## src/rtl/spi_pkg.sv

```systemverilog
// Shared constants for the SPI mode-0 slave: default frame width and bit-counter sizing.
package spi_pkg;

    localparam int unsigned DEF_DATA_W = 8;
    localparam int unsigned CNT_W      = $clog2(DEF_DATA_W);

    function automatic int unsigned bitcnt_w(input int unsigned w);
        return (w < 2) ? 1 : $clog2(w);
    endfunction

endpackage

```

## src/rtl/spi_sync_edge.sv

```systemverilog
// Multi-flop synchroniser followed by a history flop and registered rise/fall pulses.
module spi_sync_edge #(
    parameter int unsigned SYNC_STAGES = 2,
    parameter logic        RST_VAL     = 1'b0
) (
    input  logic clk,
    input  logic rst,
    input  logic d_i,
    output logic sync_o,
    output logic rise_o,
    output logic fall_o
);

    logic [SYNC_STAGES-1:0] sync_q;
    logic                   hist_q;
    logic                   rise_q;
    logic                   fall_q;

    always_ff @(posedge clk or posedge rst) begin
        if (rst) begin
            sync_q <= {SYNC_STAGES{RST_VAL}};
            hist_q <= RST_VAL;
            rise_q <= 1'b0;
            fall_q <= 1'b0;
        end else begin
            sync_q <= {sync_q[SYNC_STAGES-2:0], d_i};
            hist_q <= sync_q[SYNC_STAGES-1];
            rise_q <= sync_q[SYNC_STAGES-1] & ~hist_q;
            fall_q <= ~sync_q[SYNC_STAGES-1] & hist_q;
        end
    end

    assign sync_o = sync_q[SYNC_STAGES-1];
    assign rise_o = rise_q;
    assign fall_o = fall_q;

endmodule

```

## src/rtl/spi_interface.sv

```systemverilog
// SPI mode-0 slave, MSB first. Define SPI_LOOPBACK_EN to echo the last received byte on miso
// instead of the running count of received bytes.
module spi_interface
    import spi_pkg::*;
#(
    parameter int unsigned DATA_W      = spi_pkg::DEF_DATA_W,
    parameter int unsigned SYNC_STAGES = 2
) (
    input  logic              clk,
    input  logic              rst,
    input  logic              sck,
    input  logic              ssel_,
    input  logic              mosi,
    output logic              miso,
    output logic              ssel_active,
    output logic              ssel_endmessage,
    output logic [DATA_W-1:0] byte_data_recieved,
    output logic              led
);

    localparam int unsigned BCW = bitcnt_w(DATA_W);

    logic sck_rise, sck_fall;
    logic ssel_sync, ssel_start;

    spi_sync_edge #(.SYNC_STAGES(SYNC_STAGES), .RST_VAL(1'b0)) u_sck_sync (
        .clk    (clk),
        .rst    (rst),
        .d_i    (sck),
        .sync_o (),
        .rise_o (sck_rise),
        .fall_o (sck_fall)
    );

    spi_sync_edge #(.SYNC_STAGES(SYNC_STAGES), .RST_VAL(1'b1)) u_ssel_sync (
        .clk    (clk),
        .rst    (rst),
        .d_i    (ssel_),
        .sync_o (ssel_sync),
        .rise_o (ssel_endmessage),
        .fall_o (ssel_start)
    );

    logic [SYNC_STAGES-1:0] mosi_q;
    logic                   mosi_s;

    // The oldest received bit is never observed, so only DATA_W-1 bits are kept.
    logic [DATA_W-2:0] rx_q, rx_d;
    logic [BCW-1:0]    bitcnt_q, bitcnt_d;
    logic [DATA_W-1:0] byte_q, byte_d;
    logic              led_q, led_d;
    logic [DATA_W-1:0] tx_q, tx_d;
    logic [DATA_W-1:0] tx_byte;

`ifdef SPI_LOOPBACK_EN
    assign tx_byte = byte_q;
`else
    logic [DATA_W-1:0] txcnt_q, txcnt_d;
    assign tx_byte = txcnt_q;
`endif

    assign mosi_s      = mosi_q[SYNC_STAGES-1];
    assign ssel_active = ~ssel_sync;

    always_comb begin
        rx_d     = rx_q;
        bitcnt_d = bitcnt_q;
        byte_d   = byte_q;
        led_d    = led_q;
        tx_d     = tx_q;
`ifndef SPI_LOOPBACK_EN
        txcnt_d  = txcnt_q;
`endif
        if (!ssel_active) begin
            bitcnt_d = '0;
        end else if (sck_rise) begin
            rx_d = {rx_q[DATA_W-3:0], mosi_s};
            if (bitcnt_q == BCW'(DATA_W-1)) begin
                bitcnt_d = '0;
                byte_d   = {rx_q, mosi_s};
                led_d    = mosi_s;
`ifndef SPI_LOOPBACK_EN
                txcnt_d  = txcnt_q + DATA_W'(1);
`endif
            end else begin
                bitcnt_d = bitcnt_q + BCW'(1);
            end
        end

        if (ssel_start) begin
            tx_d = tx_byte;
        end else if (sck_fall && ssel_active) begin
            tx_d = (bitcnt_q == '0) ? tx_byte : {tx_q[DATA_W-2:0], 1'b0};
        end
    end

    always_ff @(posedge clk or posedge rst) begin
        if (rst) begin
            mosi_q   <= '0;
            rx_q     <= '0;
            bitcnt_q <= '0;
            byte_q   <= '0;
            led_q    <= 1'b0;
            tx_q     <= '0;
`ifndef SPI_LOOPBACK_EN
            txcnt_q  <= '0;
`endif
        end else begin
            mosi_q   <= {mosi_q[SYNC_STAGES-2:0], mosi};
            rx_q     <= rx_d;
            bitcnt_q <= bitcnt_d;
            byte_q   <= byte_d;
            led_q    <= led_d;
            tx_q     <= tx_d;
`ifndef SPI_LOOPBACK_EN
            txcnt_q  <= txcnt_d;
`endif
        end
    end

    assign miso               = ssel_active & tx_q[DATA_W-1];
    assign byte_data_recieved = byte_q;
    assign led                = led_q;

endmodule

```

## config.mk

```make
export PLATFORM = sky130hd
export DESIGN_NAME = spi_interface
export DESIGN_NICKNAME = d
export VERILOG_FILES = /design/src/rtl/spi_pkg.sv /design/src/rtl/spi_sync_edge.sv /design/src/rtl/spi_interface.sv
export SDC_FILE = /design/constraint.sdc
export NUM_CORES = 1
export LEC_CHECK = 0
export BUFFER_PORTS_ARGS = -buffer_cell sky130_fd_sc_hd__buf_2
export CAP_MARGIN = 10
export CORE_ASPECT_RATIO = 1.1
export CORE_MARGIN = 3
export CORE_UTILIZATION = 55
export CTS_CLUSTER_SIZE = 10
export DETAILED_ROUTE_END_ITERATION = 8
export PLACE_DENSITY = 0.74
export REMOVE_ABC_BUFFERS = 1
export SLEW_MARGIN = 20
export SYNTH_ARGS = -nofsm -noshare
export SYNTH_HDL_FRONTEND = slang
export SYNTH_SLANG_ARGS = --single-unit
```

## constraint.sdc

```tcl
create_clock -name clk -period 2 [get_ports clk]
set_input_delay 0.1 -clock clk [delete_from_list [all_inputs] [get_ports clk]]
set_output_delay 0.1 -clock clk [all_outputs]
set_load 0.01 [all_outputs]
```

# Word level (Yosys, flattened, before mapping)

Cells that the tools add are included.

Bits in registers: 47
Input bits: 5
Logic and storage cells: 39

Add/subtract/negate cells: 2
Equal/unequal tests: 1
Mux-type cells: 6
Bitwise gates (word level): 9
Reduce and logical (&&, ||, !) cells: 6

Operators by type and width:

| kind                | count |
|---|---|
| $mux 8              | 3 |
| $mux 3              | 3 |
| $add 8x1->8 const B | 1 |
| $and 1x1->1         | 5 |
| $not 1->1           | 4 |
| $reduce_bool 2->1   | 2 |
| $add 3x1->3 const B | 1 |
| $eq 3x3->1 const B  | 1 |
| $logic_not 3->1     | 1 |
| $reduce_and 3->1    | 1 |
| $reduce_and 2->1    | 1 |
| $logic_and 1x1->1   | 1 |

# Longest topological paths before layout

Gate-level depths: netlist of run 1.

Depth after elaboration: 4
Gate-level depth with buffers: 6

# Cells and area by module

A second synthesis of run 1 with hierarchy kept.

Cell total of the unflattened synthesis: 164
Area total of the unflattened synthesis: 1905.6 µm²

Modules (own cells, without submodules):

| module                      | times used | cells each | area each (µm²) | sequential area each (µm²) |
|---|---|---|---|---|
| spi_interface               | 1          | 148        | 1614.0          | 900.9 |
| spi_sync_edge (u_ssel_sync) | 1          | 8          | 147.6           | 128.9 |
| spi_sync_edge (u_sck_sync)  | 1          | 8          | 143.9           | 125.1 |

# Worst setup path before layout of run 1

OpenSTA, ideal clock, no wires.

Path type: register to register
Start point: register bitcnt_q[0]
End point: register txcnt_q[2] (netlist: tx_byte[2])
Arrival: 1245 ps
Data required time: 1874 ps
Slack: 630 ps
Stages on the path, launching flop included: 7
Path buffers: 1
Period minus slack after synthesis: 1370 ps
Path through: dfrtp_1 ha_1 ha_1 and3b_4 buf_6 nand2_4 xnor2_2

Longest elaborated chain between the ends: 2

RTL lines:

| element                           | RTL line             | text |
|---|---|---|
| start, declared                   | spi_interface.sv:49  | `logic [BCW-1:0] bitcnt_q, bitcnt_d;` |
| start signal, assigned            | spi_interface.sv:111 | `bitcnt_q <= bitcnt_d;` |
| $eq 3x3->1                        | spi_interface.sv:78  | `if (bitcnt_q == BCW'(DATA_W-1)) begin` |
| $reduce_and 3->1 (no source line) | -                    |  |
| end signal, assigned              | spi_interface.sv:116 | `txcnt_q <= txcnt_d;` |
| end, declared                     | spi_interface.sv:58  | `logic [DATA_W-1:0] txcnt_q, txcnt_d;` |

No other way between the ends.
A chain may end at the register's enable or synchronous reset.

# Worst setup path after layout of run 1

Start point: register bitcnt_q[0]
End point: register txcnt_q[6] (netlist: tx_byte[6])

Same word-level chain as after synthesis.

==> impl_metrics.tcl, run 1 <==
set metrics [dict create \
    tns_ns 0 \
    cp_data_arrival_time_ns 1.82 \
    final-setup-viol-count 0 \
    final-max-slew-violation-count 0 \
    vias 1218 \
    power_leakage_nw 1.08 \
    critical_path.max_stage_delay_ns 0.42 \
    grt_pass1_wl_um 5670 \
    p_clk_frac 0.264 \
    gp_congestion 0.776 \
    path_cells "ha_1 > ha_1 > and3b_4 > nand4_1 > xnor2_1" \
    pwr-share-seq 0.640 \
    io_buffers 16 \
    netlist_instances 164 \
    cts_sinks 46 \
    synth-edff-count 0 \
    dieArea_um2 4330 \
    first_pass_iters 3 \
    startpoint "bitcnt_q[0]" \
    wl_met3_um 136 \
    worstPathRequired_ns 2.25 \
    cts_tree "built" \
    finalClockSkew_ns 0.00525 \
    viasPerCell 5.25 \
    timing.fmax_ghz 0.635 \
    wl_per_cell_um 13.8 \
    worstHoldPathType "input port to async pin" \
    r2r_cells 5 \
    internal_power_w 0.00129 \
    worst-path-max-fanout 12 \
    cts_buffers 5 \
    synth_area_um2 1960 \
    die_x_um 63.0 \
    wl_met2_um 1560 \
    drc 0 \
    yosysWarnings 0 \
    power_density_nw_per_um2 796 \
    slew_headroom 0.467 \
    timing.final.crit_share 0.787 \
    start_util 0.580 \
    r2r_slack_ns 0.43 \
    post-route-min-period_ns 1.57 \
    synth-seq-cells 46 \
    rsz0062_at_grt "no" \
    grt_max_degree 26 \
    maxUsedRoutingLayer "met4" \
    dp_hpwl_um 2210 \
    totalWireLength_um 3190 \
    rows 22 \
    ys.flop_type "dfrtp_1" \
    areaGrowthSynthToFinish_pct 9.49 \
    maxCapViolCount 0 \
    hold_viol 0 \
    fillers 283 \
    diodes 0 \
    drive_gt1_frac 0.228 \
    utilization 0.635 \
    combPwrFrac 0.096 \
    async_reset_ff_frac 1.00 \
    grt_overflow 0 \
    reg2reg_to "tx_byte[6]" \
    cp_common_cell "ha_1" \
    rr_startpoint "bitcnt_q[0]" \
    fp.dieH_um 68.7 \
    crit_path_top_delay_cell "dfrtp_1" \
    path_depth 5 \
    cts_resized 0 \
    worstSetupPathType "flip-flop to flip-flop" \
    grt_use_total 0.174 \
    io_pins 17 \
    endpoint "tx_byte[6]" \
    synthDistinctLibCells 34 \
    fp.coreArea_um2 3390 \
    ant_nets 0 \
    crit_path_start_kind "flip-flop" \
    critPathCaptureType "flip-flop" \
    seq_area_frac_synth 0.588 \
    finalNetCount 192 \
    antenna_found_initial 0 \
    crit_family "simple AND/OR/NAND/NOR gates" \
    root_buffer "clkbuf_4" \
    p_sw_w 0.000425 \
    outcome "finished, final reports clean" \
    htreeDepth 2 \
    clockBufferDepth 2 \
    clock_latency_ns 0.36 \
    crit_buf_inv 0 \
    initialDrtViolationCount 71 \
    syn_area_per_cell_um2 12.0 \
    tightest_slew_ns 0.795 \
    ir_worst_vdd_mv 0.563 \
    grt_pass1_vias 1168 \
    p_sw_frac 0.249 \
    drt-met1-wl_um 1440 \
    path_clk_slew_ns 0.12 \
]
kinds of logic (layout without fill, tap and decap cells):
family                   Yosys count  in the layout  synth area share
multiplexers                      10             10            0.0554
adder cells (fa/ha/maj)            4              4            0.0255
buffers and inverters             14             34            0.0471
XOR/XNOR                           7              7            0.0350
flip-flops                        46             46             0.588
AND/OR/NAND/NOR                   59             59             0.173
AO/OA/AOI/OAI                     24             24            0.0758
final cells by class:
| class | instances | area [um2] | area share |
|---|---|---|---|
| timing repair buffer | 21 | 140 | 0.0652 |
| multi-input combinational | 104 | 717 | 0.333 |
| clock inverter | 1 | 5.00 | 0.00233 |
| tap | 48 | 60.1 | 0.0279 |
| sequential | 46 | 1150 | 0.537 |
| inverter | 5 | 18.8 | 0.00873 |
| clock buffer | 7 | 55.1 | 0.0256 |
synth_stat cells (2+ instances only):
cell type / instances / share of area
dfrtp_1: 43 / 0.55
nand3b_1: 7 / 0.027
nor2b_1: 3 / 0.0096
nor3_1: 2 / 0.0051
o21ai_0: 8 / 0.020
xnor2_1: 3 / 0.013
xor2_1: 3 / 0.013
a211oi_1: 7 / 0.027
inv_1: 5 / 0.0096
nand2_1: 28 / 0.054
a31oi_1: 7 / 0.022
dfstp_2: 3 / 0.040
and2b_2: 2 / 0.0089
buf_6: 4 / 0.023
nand4_1: 3 / 0.0096
nand2b_1: 2 / 0.0064
buf_4: 2 / 0.0076
mux2_2: 7 / 0.040
ha_1: 4 / 0.025
mux2i_1: 3 / 0.015
nor2_1: 5 / 0.0096
routing by layer:
| layer | up-vias | global-route usage |
|---|---|---|
| li1 | 595 | - |
| met1 | 598 | 0.211 |
| met2 | 19 | 0.291 |
| met3 | 6 | 0.0535 |
| met4 | 0 | 0.0744 |
| met5 | - | 0 |
power groups by stage:
| stage | registers (W) | logic (W) | clock network [W] |
|---|---|---|---|
| floorplan | 0.00109 | 0.000125 | 0 |
| global placement | 0.00110 | 0.000151 | 0 |
| detailed placement | 0.00111 | 0.000161 | 0 |
| CTS | 0.00110 | 0.000168 | 0.000473 |
| global route | 0.00111 | 0.000184 | 0.000519 |
| finish | 0.00109 | 0.000164 | 0.000453 |
what timing repair did:
item                                   4_1_cts  5_1_grt
buffers inserted                             0        0
endpoints found under the hold margin       24        0
setup endpoints to repair                    0        0
hold buffers                                 4        0
layout by cell type (no fill, tap or decap), types with 5 or more instances in the layout:
cell type,n
a31oi_1,7
a211oi_1,7
nand3b_1,7
mux2_2,7
buf_2,16
clkbuf_4,5
nor2_1,5
dfrtp_1,43
o21ai_0,8
nand2_1,28
state kept, by name, indices dropped and copies added (netlist names), 2 cells and up:
| signal | count |
|---|---|
| rx_q | 7 |
| bitcnt_q | 3 |
| mosi_q | 2 |
| tx_byte | 8 |
| tx_q | 8 |
| byte_data_recieved | 8 |
| u_sck_sync.sync_q | 2 |
| u_ssel_sync.sync_q | 2 |
worst min-delay path, cell delays in order:
cell and delay, ns:
dlygate4sd3_1 0.53, buf_2 0.12, clkinv_1 0.41
metrics by stage:
step                hold slack [ns]  cell area [um2]  setup WS, ns  power, W  std cells
global placement              0.172             2050         0.548   0.00126        220
floorplan                     0.104             1890         0.604   0.00122        155
detailed placement            0.184             2050         0.446   0.00128        220
finish                        0.324             2150         0.425   0.00171        232
global route                  0.342             2150         0.300   0.00181        232
CTS                           0.327             2150         0.419   0.00174        232
worst min path at each step:
| stage | start | cells after the start | slack, ns | to |
|---|---|---|---|---|
| floorplan | ssel_ | 0 | 0.10 | u_ssel_sync.sync_q[0] |
| global placement | rst | 2 | 0.17 | mosi_q[1] |
| detailed placement | rst | 2 | 0.18 | mosi_q[1] |
| CTS | rst | 3 | 0.33 | rx_q[2] |
| global route | mosi | 2 | 0.34 | mosi_q[0] |
| finish | rst | 3 | 0.32 | mosi_q[1] |
Note: power is estimated with default switching activity, not from simulation.
==> inputs of run 2 (changes only) <==
==> constraint.sdc (replaced) <==
create_clock -name clk -period 1.6 [get_ports clk]
set_input_delay 0.08 -clock clk [delete_from_list [all_inputs] [get_ports clk]]
set_output_delay 0.08 -clock clk [all_outputs]
set_load 0.01 [all_outputs]
==> impl_metrics.tcl, run 2 (same netlist as run 1, synthesis figures left out) <==
set metrics [dict create \
    outcome "finished, final reports clean" \
    cts_buffers 5 \
    path_clk_slew_ns 0.12 \
    crit_path_start_kind "flip-flop" \
    critPathCaptureType "flip-flop" \
    io_buffers 16 \
    viasPerCell 5.11 \
    power_leakage_nw 1.11 \
    final-setup-viol-count 0 \
    final-max-slew-violation-count 0 \
    gp_congestion 0.812 \
    areaGrowthSynthToFinish_pct 11.9 \
    diodes 0 \
    clock_latency_ns 0.34 \
    vias 1217 \
    die_x_um 63.0 \
    tightest_slew_ns 0.568 \
    hold_viol 0 \
    finalNetCount 198 \
    fillers 274 \
    start_util 0.580 \
    post-route-min-period_ns 1.47 \
    fp.coreArea_um2 3390 \
    clockBufferDepth 2 \
    dp_hpwl_um 2220 \
    worstPathRequired_ns 1.83 \
    totalWireLength_um 3130 \
    tns_ns 0 \
    initialDrtViolationCount 48 \
    timing.final.crit_share 0.917 \
    drive_gt1_frac 0.258 \
    multi_input_area_um2 719 \
    timing.fmax_ghz 0.681 \
    wl_per_cell_um 13.1 \
    r2r_slack_ns 0.13 \
    io_pins 17 \
    ant_nets 0 \
    utilization 0.649 \
    power_density_nw_per_um2 965 \
    grt_max_degree 26 \
    dieArea_um2 4330 \
    cts_tree "built" \
    mostFrequentLayoutCells "dfrtp_1, nand2_1, buf_2, o21ai_0" \
    first_pass_iters 3 \
    maxCapViolCount 0 \
    grt_pass1_vias 1249 \
    slew_headroom 0.622 \
    grt_overflow 0 \
    rsz0062_at_grt "no" \
    rows 22 \
    worstHoldPathType "input port to async pin" \
    ir_worst_vdd_mv 0.586 \
    grt_pass1_wl_um 5530 \
    antenna_found_initial 0 \
    fp.dieH_um 68.7 \
    cts_sinks 46 \
    final_common_cell "dfrtp_1" \
    drc 0 \
    seqCellArea_um2 1150 \
    whs_ns 0.125 \
    worstSetupPathType "flip-flop to flip-flop" \
    cp_data_arrival_time_ns 1.70 \
    finalClockSkew_ns 0.00333 \
    htreeDepth 2 \
    root_buffer "clkbuf_4" \
    worst-path-max-fanout 4 \
    grt_use_total 0.167 \
]
[run 2: worst paths after layout]
kind                                       startpoint  depth (start not counted)                     to
worst min register to register  u_ssel_sync.sync_q[0]                          0  u_ssel_sync.sync_q[1]
min in group clk                u_ssel_sync.sync_q[0]                          0  u_ssel_sync.sync_q[1]
worst max register to register            bitcnt_q[0]                          6             tx_byte[2]
max in group asynchronous                         rst                          4             tx_byte[1]
worst min-delay path                              rst                          3   u_sck_sync.sync_q[1]
worst max-delay path                      bitcnt_q[0]                          6             tx_byte[2]
[run 2: timing repair]
item	CTS	global route
hold buffers	4	0
endpoints found under the setup margin	0	10
buffers inserted	0	2
resized for setup	0	1
endpoints found under the hold margin	48	0
[run 2: critical path: stages, from the launching register on]
cell	delay [ns]
dfrtp_1	0.40
ha_1	0.16
ha_1	0.24
and3b_4	0.27
buf_12	0.11
nand2_4	0.05
xnor2_2	0.13
[run 2: layout make-up]
| type | instances | area share |
|---|---|---|
| clock buffer | 7 | 0.0250 |
| clock inverter | 1 | 0.00228 |
| inverter | 5 | 0.00854 |
| multi-input combinational | 104 | 0.327 |
| sequential | 46 | 0.525 |
| tap | 48 | 0.0273 |
| timing repair buffer | 27 | 0.0842 |
[run 2: per-layer routing]
metal | wire length, um | GRT usage | up-vias
met5 | 0 | 0 | -
met4 | 44 | 0.0826 | 0
met3 | 89 | 0.0373 | 5
met2 | 1550 | 0.296 | 16
met1 | 1440 | 0.194 | 592
li1 | - | - | 604
[run 2: metrics by stage]
stage / area, um2 / std cells / worst slack [ns] / total power (W)
detailed placement: 2070 / 224 / 0.0819 / 0.00159
CTS: 2170 / 236 / 0.0627 / 0.00215
floorplan: 1890 / 155 / 0.204 / 0.00152
global placement: 2070 / 224 / 0.140 / 0.00157
global route: 2200 / 238 / 0.0184 / 0.00224
finish: 2200 / 238 / 0.132 / 0.00212
[run 2: power by group]
group | leakage, nW | switching, W | internal (W)
combinational | 0.478 | 0.0000981 | 0.000116
sequential | 0.591 | 0.0000817 | 0.00128
clock | 0.0353 | 0.000332 | 0.000213
